==> config.mk <==
export PLATFORM = sky130hd
export DESIGN_NAME = uart_irq_ctrl
export DESIGN_NICKNAME = d
export VERILOG_FILES = /design/src/rtl/uart_irq_pkg.sv /design/src/rtl/irq_sticky_cell.sv /design/src/rtl/uart_irq_ctrl.sv
export SDC_FILE = /design/constraint.sdc
export NUM_CORES = 1
export LEC_CHECK = 0
export BUFFER_PORTS_ARGS = -buffer_cell sky130_fd_sc_hd__buf_2
export CORE_ASPECT_RATIO = 0.9
export CORE_UTILIZATION = 49
export DETAILED_ROUTE_END_ITERATION = 6
export PLACE_DENSITY_LB_ADDON = 0.2
export SLEW_MARGIN = 20
export SYNTH_ARGS = -nofsm -noshare
export SYNTH_HDL_FRONTEND = slang
export SYNTH_SLANG_ARGS = --single-unit
export TNS_END_PERCENT = 20
==> constraint.sdc <==
create_clock -name clk -period 1.5 [get_ports clk]
set_input_delay 0.075 -clock clk [delete_from_list [all_inputs] [get_ports clk]]
set_output_delay 0.075 -clock clk [all_outputs]
set_load 0.05 [all_outputs]
==> src/rtl/uart_irq_pkg.sv <==
// rtl/uart_irq_pkg.sv - register map, source indices and default sticky mask for uart_irq_ctrl
package uart_irq_pkg;

    typedef enum logic [1:0] {
        ADDR_STATUS  = 2'd0,
        ADDR_ENABLE  = 2'd1,
        ADDR_PENDING = 2'd2,
        ADDR_MISS    = 2'd3
    } reg_addr_e;

    localparam int FE   = 0;
    localparam int CRCE = 1;
    localparam int ORE  = 2;
    localparam int NF   = 3;
    localparam int TXI  = 4;
    localparam int TBNF = 5;
    localparam int DR   = 6;

    // Error sources latch until software clears them; flow-control sources stay live.
    localparam logic [6:0] STICKY_DEFAULT = 7'b000_1111;

    localparam logic [7:0] MISS_MAX = 8'hFF;

endpackage

==> src/rtl/irq_sticky_cell.sv <==
// rtl/irq_sticky_cell.sv - one-bit rising-edge detector with set-wins W1C sticky flag
module irq_sticky_cell (
    input  logic clk,
    input  logic reset,
    input  logic src,
    input  logic clr,
    output logic flag,
    output logic miss
);

    logic src_q, src_d;
    logic flag_q, flag_d;
    logic rise;

    always_comb begin
        rise   = src & ~src_q;
        src_d  = src;
        flag_d = flag_q;
        if (clr) begin
            flag_d = 1'b0;
        end
        // A fresh event must never be lost to a racing software clear.
        if (rise) begin
            flag_d = 1'b1;
        end
    end

    always_ff @(posedge clk or posedge reset) begin
        if (reset) begin
            src_q  <= 1'b0;
            flag_q <= 1'b0;
        end else begin
            src_q  <= src_d;
            flag_q <= flag_d;
        end
    end

    assign flag = flag_q;
    assign miss = rise & flag_q;

endmodule

==> src/rtl/uart_irq_ctrl.sv <==
// rtl/uart_irq_ctrl.sv - UART interrupt status/enable controller with miss counter and registered irq
module uart_irq_ctrl
    import uart_irq_pkg::*;
#(
    parameter int              NSRC   = 7,
    parameter int              DW     = 8,
    parameter logic [NSRC-1:0] STICKY = STICKY_DEFAULT
) (
    input  logic            clk,
    input  logic            reset,
    input  logic [NSRC-1:0] src,
    input  logic            wrien,
    input  logic            rden,
    input  logic [1:0]      addr,
    input  logic [DW-1:0]   idata,
    output logic [DW-1:0]   odata,
    output logic            irq
);

    logic [NSRC-1:0] status;
    logic [NSRC-1:0] miss_vec;
    logic [NSRC-1:0] enable_q, enable_d;
    logic [7:0]      miss_q, miss_d;
    logic [DW-1:0]   odata_q, odata_d;
    logic            irq_q, irq_d;
    logic [DW-1:0]   rdata;
    logic            miss_inc;
    logic            unused_idata;

    assign unused_idata = ^idata;

    for (genvar i = 0; i < NSRC; i++) begin : g_bit
        if (STICKY[i]) begin : g_sticky
            logic clr;
            assign clr = wrien && (addr == ADDR_STATUS) && idata[i];
            irq_sticky_cell u_cell (
                .clk   (clk),
                .reset (reset),
                .src   (src[i]),
                .clr   (clr),
                .flag  (status[i]),
                .miss  (miss_vec[i])
            );
        end else begin : g_live
            logic live_q, live_d;
            always_comb begin
                live_d = src[i];
            end
            always_ff @(posedge clk or posedge reset) begin
                if (reset) begin
                    live_q <= 1'b0;
                end else begin
                    live_q <= live_d;
                end
            end
            assign status[i]   = live_q;
            assign miss_vec[i] = 1'b0;
        end
    end

    always_comb begin
        rdata = '0;
        case (addr)
            ADDR_STATUS:  rdata = DW'(status);
            ADDR_ENABLE:  rdata = DW'(enable_q);
            ADDR_PENDING: rdata = DW'(status & enable_q);
            default:      rdata = DW'(miss_q);
        endcase
    end

    always_comb begin
        miss_inc = |miss_vec;
        enable_d = enable_q;
        miss_d   = miss_q;
        odata_d  = odata_q;
        irq_d    = |(status & enable_q);

        if (wrien && (addr == ADDR_ENABLE)) begin
            enable_d = idata[NSRC-1:0];
        end

        // Clear-on-read keeps an event that lands in the read cycle.
        if (rden && (addr == ADDR_MISS)) begin
            miss_d = miss_inc ? 8'd1 : 8'd0;
        end else if (miss_inc && (miss_q != MISS_MAX)) begin
            miss_d = miss_q + 8'd1;
        end

        if (rden) begin
            odata_d = rdata;
        end
    end

    always_ff @(posedge clk or posedge reset) begin
        if (reset) begin
            enable_q <= '0;
            miss_q   <= '0;
            odata_q  <= '0;
            irq_q    <= 1'b0;
        end else begin
            enable_q <= enable_d;
            miss_q   <= miss_d;
            odata_q  <= odata_d;
            irq_q    <= irq_d;
        end
    end

    assign odata = odata_q;
    assign irq   = irq_q;

endmodule

==> Word level (Yosys, flattened, before mapping) <==
Index checks and enable logic that the tools add are counted.
{ "op_classes": {"reduce_logical": 16, "n_bitwise": 14, "n_mux": 12, "add_sub_neg": 1, "n_eq_ne": 4} }
{ "ops": {"columns": ["operator", "count"], "rows": [
  ["case mux 8 bit (3 select lines)", 1],
  ["2-to-1 mux 8 bit", 2],
  ["AND 7 bit", 2],
  ["nonzero test 2 bit", 5],
  ["2-to-1 mux 1 bit", 9],
  ["adder 8 x 1 -> 8 bit, second input constant", 1],
  ["AND 1 bit", 8],
  ["logical AND 1 bit", 8],
  ["inequality test 8 bit, second input constant", 1],
  ["OR reduction 7 bit", 1],
  ["== test 2 bit, second input constant", 2],
  ["NOT 1 bit", 4],
  ["OR reduction 4 bit", 1],
  ["== test 2 x 1 -> 1 bit, second input constant", 1],
  ["logical NOT 2 bit", 1]
]} }
{ "totals": {"regBits": 35, "inputBits": 21} }

==> Logic depth before layout (Yosys ltp) <==
Gate-level depths: netlist (run 1).
{ "logic_depth": {"word_depth": 7, "ltp_mapped": 5} }

==> Modules after synthesis <==
A second synthesis (run 1) with hierarchy kept.
{ "unflattened": {"cells_unflattened": 162, "area_unflattened_um2": 1689.1} }
{ "by_module_without_submodules": {"columns": ["module", "area_each_um2", "cells_per_inst", "n_inst"], "rows": [
  ["uart_irq_ctrl", 1378.8, 134, 1],
  ["irq_sticky_cell", 77.6, 7, 4]
]} }

==> Worst setup path after synthesis (run 1) <==
No wires, ideal clock.
{ "synth_path": {"path_type": "register to register", "from": "register miss_q[0]", "to": "register miss_q[5]", "t_arrival_ps": 1502, "n_path_buf": 0, "setup_slack_ps": -125, "t_required_ps": 1377, "path_stages_with_launch": 6, "period_less_slack_ps": 1625, "cell_sequence": "dfrtp_1 > ha_1 > and3_1 > nor2b_1 > or4_4 > mux2i_1"} }
{ "synth_via": {"elab_chain_cells": 3, "word_cells_on_any_way": 6, "classes_between": "add/sub: 1; eq/ne: 1; mux: 2; reduce/logical: 2"} }
{ "synth_rtl": {"columns": ["element", "line_no", "source"], "rows": [
  ["start: declaration", "uart_irq_ctrl.sv:23", "logic [7:0] miss_q, miss_d;"],
  ["start signal: assignment", "uart_irq_ctrl.sv:102", "miss_q <= miss_d;"],
  ["adder 8 x 1 -> 8 bit / inequality test 8 bit (equally long branches)", "uart_irq_ctrl.sv:86, uart_irq_ctrl.sv:85", null],
  ["2-to-1 mux 8 bit / logical AND 1 bit (equally long branches)", "uart_irq_ctrl.sv:85", "end else if (miss_inc && (miss_q != MISS_MAX)) begin"],
  ["2-to-1 mux 8 bit / nonzero test 2 bit (equally long branches)", null, null]
]} }
Several ways; a longest one is shown, not always the timed one. The select of a mux whose other input is x is not followed.
A chain may end at the register's enable or synchronous reset.

==> Worst setup path after layout (run 1) <==
{ "layout_path": {"from": "register miss_q[1]", "to": "register miss_q[5]"} }
Same word-level chain as after synthesis.

==> flow_summary.json, run 1 <==
{
  "result_of_the_run": "complete, but fails checks",
  "violations": "negative setup slack",
  "worst_r2r_endpoint": "miss_q[5]$_DFFE_PP0P_",
  "area_growth_syn_to_layout_pct": 26.1,
  "post_route_cells_drive_above_1_share": 0.271,
  "synth.ff_latch_count": 35,
  "layout.cells.most_common_list": "35 x sky130_fd_sc_hd__dfrtp_1, 28 x sky130_fd_sc_hd__buf_2, 17 x sky130_fd_sc_hd__nand2_1",
  "drt_pass1_iterations": 4,
  "fin_crit_sh": 1.01,
  "ctsResizeCount": 0,
  "critical_path_required_ns": 1.68,
  "syn_area_sq_mm": 0.00163,
  "ys_async_sr_fraction": 1.00,
  "synth-warning-count": 0,
  "die_y_microns": 56.7,
  "timing.critical_path.arrival_ns": 1.69,
  "timing.setup.critical_path_class": "flop to flop",
  "global_route.overflow_total": 0,
  "post_detailed_route_drc_marker_count": 0,
  "postSynthNetCount": 182,
  "die-area_sq_mm": 0.00356,
  "finClkSkew_ns": 0.00298,
  "floorplan.rows": 19,
  "wl_per_cell_microns": 14.2,
  "finalWirelength_microns": 3580,
  "cts_tree": "done",
  "boundaryPins": 30,
  "area.sequential_sq_um": 876,
  "syn-instance-count": 160,
  "gpl.final_weighted_congestion": 0.834,
  "path_depth": 5,
  "multiInputGateArea_sq_um": 694,
  "total_leakage_power_nw": 0.968,
  "clk_transition_reported_paths_ns": 0.07,
  "cts.htree.levels": 2,
  "ant_diodes": 0,
  "final_common_cell": "sky130_fd_sc_hd__dfrtp_1",
  "place_ws_ns": -0.00852,
  "setup_crit_end_kind": "flop",
  "first_global_vias": 1361,
  "total_power_mw": 2.45,
  "hold_viol_final": 0,
  "cp-startpoint": "miss_q[1]$_DFFE_PP0P_",
  "place.detailed.hpwl_microns": 2610,
  "timing.hold.ws_ns": 0.0156,
  "place.port_buffers": 28,
  "slowest_stage": "sky130_fd_sc_hd__or4_4",
  "crit_path_end": "miss_q[5]$_DFFE_PP0P_",
  "cp_cell_sequence": "ha_2, and3_4, nor2b_4, or4_4, mux2i_1",
  "slew_viol_final": 0,
  "timing.reg2reg.setup_slack_ns": -0.02,
  "power.density_mw_per_mm2": 1190,
  "die_x_microns": 62.8,
  "cts_made_buffers": 5,
  "grt_max_degree": 36,
  "drv_cap": 0,
  "cts_buffer_depth": 2,
  "grt_antenna_before_repair": 0,
  "grt_usage": 0.233,
  "wire_length_of_the_first_global_routing_pass_microns": 6150,
  "clockRootBuffer": "sky130_fd_sc_hd__clkbuf_8",
  "worstSetupStartpointType": "flop",
  "synthesis.area_per_instance_sq_um": 10.2,
  "final.fill_count": 274,
  "postSynth.topFlopCell": "sky130_fd_sc_hd__dfrtp_1",
  "clock_latency_at_the_later_pin_of_the_worst_skew_pair_ns": 0.29,
  "rsz0062_at_grt": "true",
  "vdd_drop_max_v": 0.000881,
  "cts.repair_timing.setup_buffer_count": 0,
  "r2r_cells": 5,
  "postRouteAntennaNets": 0,
  "clock_sink_count": 35,
  "crit_path_max_fanout": 2,
  "finalWorstPathRequiredPeriod_ns": 1.52,
  "hp-class": "input pin to flop",
  "worst_r2r_startpoint": "miss_q[1]$_DFFE_PP0P_",
  "final-instance-count-excl-fill": 252,
  "synth_sequential_area_ratio": 0.537,
  "max_slew_margin": 0.683,
  "drt-vias-per-instance": 5.52,
  "detailroute.via_count": 1392,
  "first_drt_iteration_drcs": 105,
  "fin_ws_ns": -0.0171,
  "buffers_and_inverters_on_the_worst_path": 0,
  "placed_cells": 236,
  "placeableCoreArea_sq_mm": 0.00311,
  "utilization": 0.660,
  "max_slew.worst_pin.slew_ns": 0.476,
  "worst_stage_delay_on_the_critical_path_ns": 0.42,
  "cp_top_family": "simple AND/OR/NAND/NOR gates",
  "finalNetCount": 231,
  "synth_enable_flop_cells": 0,
  "timing.fmax_ghz": 0.659,
  "synth_cell_types": 29,
  "initial_core_utilization": 0.524,
  "timing.final.setup_violations": 1
}
==> report_power, final <==
part	switching (mW)	internal, mW
combinational	0.367	0.267
clock	0.317	0.325
sequential	0.0955	1.08
total	0.780	1.67
==> area by class of cell <==
cell class | count | area share
Clock buffer | 7 | 0.0371
Clock inverter | 1 | 0.00243
Inverter | 13 | 0.0237
Multi-Input combinational cell | 107 | 0.338
Sequential cell | 35 | 0.426
Tap cell | 42 | 0.0256
Timing Repair Buffer | 47 | 0.147
==> metrics by stage <==
| step | area [sq um] | setup TNS [ns] |
|---|---|---|
| 6_report | 2060 | -0.0171 |
| 3_3_place_gp | 1890 | 0 |
| 4_1_cts | 2060 | -0.0189 |
| 3_5_place_dp | 1890 | -0.00852 |
| 5_1_grt | 2060 | -0.214 |
| 2_1_floorplan | 1650 | -0.0379 |
==> sequential cells by signal, summed over array words and instances (netlist names) <==
signal,flops
enable_q,7
g_bit.g_live.live_q,3
g_bit.g_sticky.u_cell.flag,4
g_bit.g_sticky.u_cell.src_q,4
irq,1
miss_q,8
odata,8
==> worst min-delay path by stage <==
stage               startpoint                                       end  slack, ns  cells past startpoint
CTS                   idata[4]                   enable_q[4]$_DFFE_PP0P_      0.003                      2
global placement         reset                      odata[5]$_DFFE_PP0P_       0.18                      3
floorplan               src[0]  g_bit[0].g_sticky.u_cell.src_q$_DFF_PP0_       0.11                      0
detailed placement      src[4]          g_bit[4].g_live.live_q$_DFF_PP0_       0.18                      1
global route          idata[4]                   enable_q[4]$_DFFE_PP0P_       0.01                      2
finish                idata[4]                   enable_q[4]$_DFFE_PP0P_       0.02                      2
==> cells by family after synthesis <==
family,synth area share
fa+ha+maj,0.00767
simple gates,0.194
flops,0.537
buf+inv,0.0460
mux,0.0606
compound gates,0.154
==> metal layers <==
layer / global-route usage / routed length, microns
met1: 0.284 / 1630
met2: 0.385 / 1740
met3: 0.0813 / 165
met4: 0.0797 / 50
met5: 0 / 0
==> timing repair <==
item,in CTS,in global routing
hold endpoints to repair,42,0
pin swaps,0,1
setup endpoints to repair,1,4
hold buffers,8,0
==> synth_stat cells, types with 4 or more instances <==
cell type,number,share of area
sky130_fd_sc_hd__a221oi_1,6,0.032
sky130_fd_sc_hd__o22ai_1,4,0.015
sky130_fd_sc_hd__nand3_1,4,0.012
sky130_fd_sc_hd__clkbuf_1,4,0.0092
sky130_fd_sc_hd__o21ai_0,15,0.046
sky130_fd_sc_hd__nand4_1,4,0.015
sky130_fd_sc_hd__nand2_1,17,0.039
sky130_fd_sc_hd__inv_1,13,0.030
sky130_fd_sc_hd__nor2_1,9,0.021
sky130_fd_sc_hd__dfrtp_1,35,0.54
sky130_fd_sc_hd__nand3b_1,5,0.023
sky130_fd_sc_hd__and3_1,9,0.035
sky130_fd_sc_hd__mux2_2,7,0.048
Note: power is estimated with default switching activity, not from simulation.
==> run 2, diff against run 1 <==
--- a/config.mk
+++ b/config.mk
@@ -10,6 +10,7 @@
 export CORE_UTILIZATION = 49
 export DETAILED_ROUTE_END_ITERATION = 6
 export PLACE_DENSITY_LB_ADDON = 0.2
+export SETUP_SLACK_MARGIN = 0.1
 export SLEW_MARGIN = 20
 export SYNTH_ARGS = -nofsm -noshare
 export SYNTH_HDL_FRONTEND = slang
==> run 2 against run 1 <==
  * The flow still finishes with violations (negative setup slack)
  * Critical path depth stayed put
  * Clock skew is 0.00061 ns higher
  * Worst setup slack worse by 0.0019 ns
  * Clock power hardly changed
  * Design area stayed put
  * Worst hold slack worse by 0.0019 ns
  * Final cell count stayed put
  * Via count is 0.93% higher
  * Count of clock-buffer cells in the layout stayed put
  * First-iteration DRC count is 19% lower
  * Combinational power hardly changed
  * Fmax is 0.13% lower
==> flow_summary.json, run 2 (synthesis results as in run 1) <==
{
  "result_of_the_run": "complete, but fails checks",
  "violations": "negative setup slack",
  "grt_max_degree": 36,
  "drt-vias-per-instance": 5.58,
  "setup_crit_end_kind": "flop",
  "finalWirelength_microns": 3590,
  "drt_pass1_iterations": 4,
  "detailroute.via_count": 1405,
  "final.fill_count": 276,
  "timing.setup.critical_path_class": "flop to flop",
  "vdd_drop_max_v": 0.000884,
  "area_growth_syn_to_layout_pct": 26.1,
  "cts_tree": "done",
  "boundaryPins": 30,
  "grt_antenna_before_repair": 0,
  "timing.critical_path.arrival_ns": 1.69,
  "clockRootBuffer": "sky130_fd_sc_hd__clkbuf_8",
  "cts.repair_timing.setup_buffer_count": 0,
  "die_x_microns": 62.8,
  "timing.hold.ws_ns": 0.0137,
  "wl_per_cell_microns": 14.2,
  "global_route.overflow_total": 0,
  "slew_viol_final": 0,
  "grt_usage": 0.234,
  "finalNetCount": 231,
  "post_route_cells_drive_above_1_share": 0.271,
  "crit_path_max_fanout": 2,
  "max_slew_margin": 0.683,
  "cts.htree.levels": 2,
  "wire_length_of_the_first_global_routing_pass_microns": 6160,
  "finClkSkew_ns": 0.00359,
  "gpl.final_weighted_congestion": 0.834,
  "layout.cells.most_common_list": "35 x sky130_fd_sc_hd__dfrtp_1, 28 x sky130_fd_sc_hd__buf_2, 17 x sky130_fd_sc_hd__nand2_1",
  "cts_buffer_depth": 2,
  "clock_latency_at_the_later_pin_of_the_worst_skew_pair_ns": 0.29,
  "first_global_vias": 1366,
  "total_leakage_power_nw": 0.968,
  "die_y_microns": 56.7,
  "rsz0062_at_grt": "true",
  "timing.fmax_ghz": 0.658,
  "initial_core_utilization": 0.524,
  "cts_made_buffers": 5,
  "hp-class": "input pin to flop",
  "final.setup.tns_ns": -0.0190,
  "ctsResizeCount": 0,
  "hold_viol_final": 0,
  "clock_sink_count": 35,
  "total_power_mw": 2.45,
  "worstSetupStartpointType": "flop",
  "place.detailed.hpwl_microns": 2610,
  "first_drt_iteration_drcs": 85,
  "max_slew.worst_pin.slew_ns": 0.476,
  "power.density_mw_per_mm2": 1190,
  "post_detailed_route_drc_marker_count": 0,
  "fin_crit_sh": 1.01,
  "drv_cap": 0,
  "ant_diodes": 0,
  "postRouteAntennaNets": 0,
  "fin_ws_ns": -0.0190,
  "placeableCoreArea_sq_mm": 0.00311,
  "floorplan.rows": 19,
  "place.port_buffers": 28,
  "finalWorstPathRequiredPeriod_ns": 1.52,
  "utilization": 0.660,
  "final_common_cell": "sky130_fd_sc_hd__dfrtp_1",
  "clk_transition_reported_paths_ns": 0.07,
  "timing.final.setup_violations": 1,
  "die-area_sq_mm": 0.00356,
  "critical_path_required_ns": 1.68
}
run 2: cell counts in the layout (fill, tap and decap cells not counted):
Identical to the previous run, type by type.
run 2: critical path: stages (launching register included):
cell and delay, ns:
sky130_fd_sc_hd__dfrtp_1 0.39, sky130_fd_sc_hd__ha_2 0.19, sky130_fd_sc_hd__and3_4 0.16, sky130_fd_sc_hd__nor2b_4 0.12, sky130_fd_sc_hd__or4_4 0.42, sky130_fd_sc_hd__mux2i_1 0.13
run 2: per-stage QoR:
stage,worst slack [ns],instance area (sq um),std cells
after detailed placement,-0.00852,1890,236
after global placement,0.00264,1890,236
after floorplan,-0.0379,1650,160
after CTS,-0.0189,2060,252
after global routing,-0.0732,2060,252
final,-0.0190,2060,252
run 2: what timing repair did:
action,in CTS,in global routing
setup endpoints to repair,5,8
hold buffers,8,0
endpoints found under the hold margin,42,0
pin swaps,6,4
run 2: path summary, 6_finish.rpt:
path | from | to | slack [ns] | cells after the start
hold / removal | idata[4] | enable_q[4]$_DFFE_PP0P_ | 0.01 | 2
max in group asynchronous | reset | miss_q[0]$_DFFE_PP0P_ | 0.77 | 4
hold reg to reg | g_bit[1].g_sticky.u_cell.src_q$_DFF_PP0_ | g_bit[1].g_sticky.u_cell.flag$_DFFE_PP0P_ | 0.45 | 1
setup / recovery | miss_q[0]$_DFFE_PP0P_ | miss_q[5]$_DFFE_PP0P_ | -0.02 | 5
min in group asynchronous | reset | odata[6]$_DFFE_PP0P_ | 0.42 | 4
setup reg to reg | miss_q[0]$_DFFE_PP0P_ | miss_q[5]$_DFFE_PP0P_ | -0.02 | 5
run 2: layer usage:
| layer | wire length (microns) | track usage |
|---|---|---|
| met1 | 1590 | 0.284 |
| met2 | 1740 | 0.387 |
| met3 | 202 | 0.0813 |
| met4 | 50 | 0.0797 |
| met5 | 0 | 0 |
run 2: final cells by class:
class                   instances  area [sq um]  area share
inverters                      13          48.8      0.0237
clock inverters                 1          5.00     0.00243
clock buffers                   7          76.3      0.0371
multi-input cells             107           694       0.338
well taps                      42          52.6      0.0256
repair buffers                 47           303       0.147
flip-flops and latches         35           876       0.426
run 2: where the power goes:
part / internal (mW) / switching [mW] / total [mW]
sequential: 1.08 / 0.0954 / 1.17
clock: 0.325 / 0.319 / 0.645
combinational: 0.267 / 0.367 / 0.634
total: 1.67 / 0.782 / 2.45
==> run 3, diff against run 2 <==
--- a/config.mk
+++ b/config.mk
@@ -10,6 +10,7 @@
 export CORE_UTILIZATION = 49
 export DETAILED_ROUTE_END_ITERATION = 6
 export PLACE_DENSITY_LB_ADDON = 0.2
+export REMOVE_ABC_BUFFERS = 1
 export SETUP_SLACK_MARGIN = 0.1
 export SLEW_MARGIN = 20
 export SYNTH_ARGS = -nofsm -noshare
==> run 3 against run 2 <==
  * The flow still finishes with violations (negative setup slack)
  * Highest routed layer unchanged
  * Clock skew rose by 0.0018 ns
  * Utilization rose by 2.5 points
  * Worst setup slack got worse by 0.028 ns
  * Critical path type unchanged
  * Total power rose by 15%
==> flow_summary.json, run 3 (synthesis results as in run 1) <==
{
  "cp-startpoint": "miss_q[1]$_DFFE_PP0P_",
  "die_y_microns": 56.7,
  "fraction_of_power_consumed_by_combinational_cells": 0.223,
  "hold_viol_final": 0,
  "worstSetupStartpointType": "flop",
  "cts.htree.levels": 2,
  "grt_antenna_before_repair": 0,
  "wire_length_of_the_first_global_routing_pass_microns": 6180,
  "max_slew.worst_pin.slew_ns": 0.439,
  "placed_cells": 236,
  "hold_depth": 2,
  "drt-vias-per-instance": 5.67,
  "power_report.internal_total_mw": 2.00,
  "power.density_mw_per_mm2": 1320,
  "p_sw_mw": 0.827,
  "ant_diodes": 0,
  "finalNetCount": 232,
  "critical_path_required_ns": 1.68,
  "utilization": 0.685,
  "clk_transition_reported_paths_ns": 0.07,
  "area_growth_syn_to_layout_pct": 30.8,
  "p_seq_frac": 0.419,
  "crit_path_max_fanout": 2,
  "slew_viol_final": 0,
  "clockRootBuffer": "sky130_fd_sc_hd__clkbuf_8",
  "grt_max_degree": 36,
  "fin_ws_ns": -0.0474,
  "finalWorstPathRequiredPeriod_ns": 1.55,
  "r2r_cells": 5,
  "net_switching_share_of_the_total_power": 0.293,
  "die_x_microns": 62.8,
  "finClkSkew_ns": 0.00541,
  "max_slew_margin": 0.708,
  "worst_r2r_startpoint": "miss_q[1]$_DFFE_PP0P_",
  "first_global_vias": 1332,
  "rsz0062_at_grt": "true",
  "grt_usage": 0.236,
  "postRouteAntennaNets": 0,
  "fin_crit_sh": 1.03,
  "slowest_stage": "sky130_fd_sc_hd__or4_4",
  "clockPowerShare": 0.358,
  "initial_core_utilization": 0.524,
  "timing.final.setup_violations": 1,
  "clock_latency_at_the_later_pin_of_the_worst_skew_pair_ns": 0.29,
  "detailroute.via_count": 1434,
  "hp-class": "input pin to flop",
  "multiInputGateArea_sq_um": 708,
  "cts_made_buffers": 5,
  "layout.cells.most_common_list": "35 x sky130_fd_sc_hd__dfrtp_1, 28 x sky130_fd_sc_hd__buf_2, 16 x sky130_fd_sc_hd__nand2_1",
  "post_detailed_route_drc_marker_count": 0,
  "first_drt_iteration_drcs": 87,
  "cts_buffer_depth": 2,
  "total_leakage_power_nw": 0.995,
  "timing.critical_path.arrival_ns": 1.72,
  "drv_cap": 0,
  "final_common_cell": "sky130_fd_sc_hd__dfrtp_1",
  "total_power_mw": 2.82,
  "setup_crit_end_kind": "flop",
  "area.sequential_sq_um": 876,
  "die-area_sq_mm": 0.00356,
  "drt_pass1_iterations": 4,
  "vdd_drop_max_v": 0.000827,
  "launch_instance_of_the_worst_min_delay_path": "idata[6]",
  "cp_cell_sequence": "ha_2, and3_4, nor2b_4, or4_4, mux2i_1",
  "boundaryPins": 30,
  "floorplan.rows": 19,
  "cts_tree": "done",
  "wl_per_cell_microns": 14.9,
  "clock_sink_count": 35,
  "finalWirelength_microns": 3780,
  "global_route.overflow_total": 0,
  "result_of_the_run": "complete, but fails checks",
  "timing.setup.critical_path_class": "flop to flop",
  "violations": "negative setup slack",
  "post_route_cells_drive_above_1_share": 0.299,
  "timing.fmax_ghz": 0.646,
  "gpl.final_weighted_congestion": 0.861,
  "place.detailed.hpwl_microns": 2640,
  "placeableCoreArea_sq_mm": 0.00311,
  "worst_stage_delay_on_the_critical_path_ns": 0.42,
  "final.fill_count": 243,
  "final-instance-count-excl-fill": 253,
  "place_ws_ns": -0.0551,
  "place.port_buffers": 28
}
run 3: cell count changes in the layout (fill, tap and decap cells not counted), sizes merged:
cell,delta
clkinv,-1
bufinv,+2
buf,+1
clkbuf,-2
clkinvlp,+1
run 3: routing by layer:
| layer | part of all wire | GRT usage | routed length, microns | vias to the layer above |
|---|---|---|---|---|
| met5 | 0 | 0 | 0 | - |
| met4 | 0.015 | 0.110 | 55 | 0 |
| met3 | 0.059 | 0.0488 | 223 | 5 |
| met2 | 0.50 | 0.385 | 1880 | 60 |
| met1 | 0.43 | 0.301 | 1620 | 686 |
| li1 | - | - | - | 683 |
run 3: path summary, 6_finish.rpt:
check | slack (ns) | end
worst max-delay path | -0.05 | miss_q[5]$_DFFE_PP0P_
worst min-delay path | 0.01 | enable_q[6]$_DFFE_PP0P_
worst max register to register | -0.05 | miss_q[5]$_DFFE_PP0P_
worst min register to register | 0.44 | g_bit[2].g_sticky.u_cell.flag$_DFFE_PP0P_
max in group asynchronous | 0.77 | miss_q[1]$_DFFE_PP0P_
min in group asynchronous | 0.42 | g_bit[1].g_sticky.u_cell.src_q$_DFF_PP0_
run 3: power groups by stage:
| stage | sequential, mW | combinational (mW) | clock, mW |
|---|---|---|---|
| 3_3_place_gp | 1.19 | 0.581 | 0 |
| 3_5_place_dp | 1.19 | 0.599 | 0 |
| 5_1_grt | 1.20 | 0.685 | 1.07 |
| 4_1_cts | 1.18 | 0.625 | 1.03 |
| 6_report | 1.18 | 0.630 | 1.01 |
| 2_1_floorplan | 1.30 | 0.247 | 0 |
run 3: repair_timing:
item | CTS | global route
gates resized for setup | 5 | 2
endpoints found under the setup margin | 5 | 8
buffers inserted | 0 | 1
hold endpoints to repair | 42 | 0
gates cloned | 0 | 0
hold buffers | 8 | 0
pin swaps | 4 | 1
run 3: cell type report:
cell class / instances / area share
flip-flops and latches: 35 / 0.411
clock buffers: 5 / 0.0323
repair buffers: 48 / 0.146
inverters: 13 / 0.0229
well taps: 42 / 0.0246
multi-input cells: 107 / 0.332
clock inverters: 3 / 0.0317
run 3: worst max-delay path, delay by kind of cell (launching register included):
kind | cells | cell delay [ns]
multiplexers | 1 | 0.13
adder cells (fa/ha/maj) | 1 | 0.20
flip-flops | 1 | 0.40
AND/OR/NAND/NOR | 3 | 0.71
run 3: metrics by stage:
stage | instance area, sq um | hold WS [ns] | TNS, ns
finish | 2130 | 0.0118 | -0.0474
global route | 2130 | 0.0165 | -0.155
CTS | 2110 | 0.0114 | -0.0133
detailed placement | 1880 | 0.185 | -0.0551
global placement | 1880 | 0.183 | -0.0399
floorplan | 1600 | 0.106 | -0.125
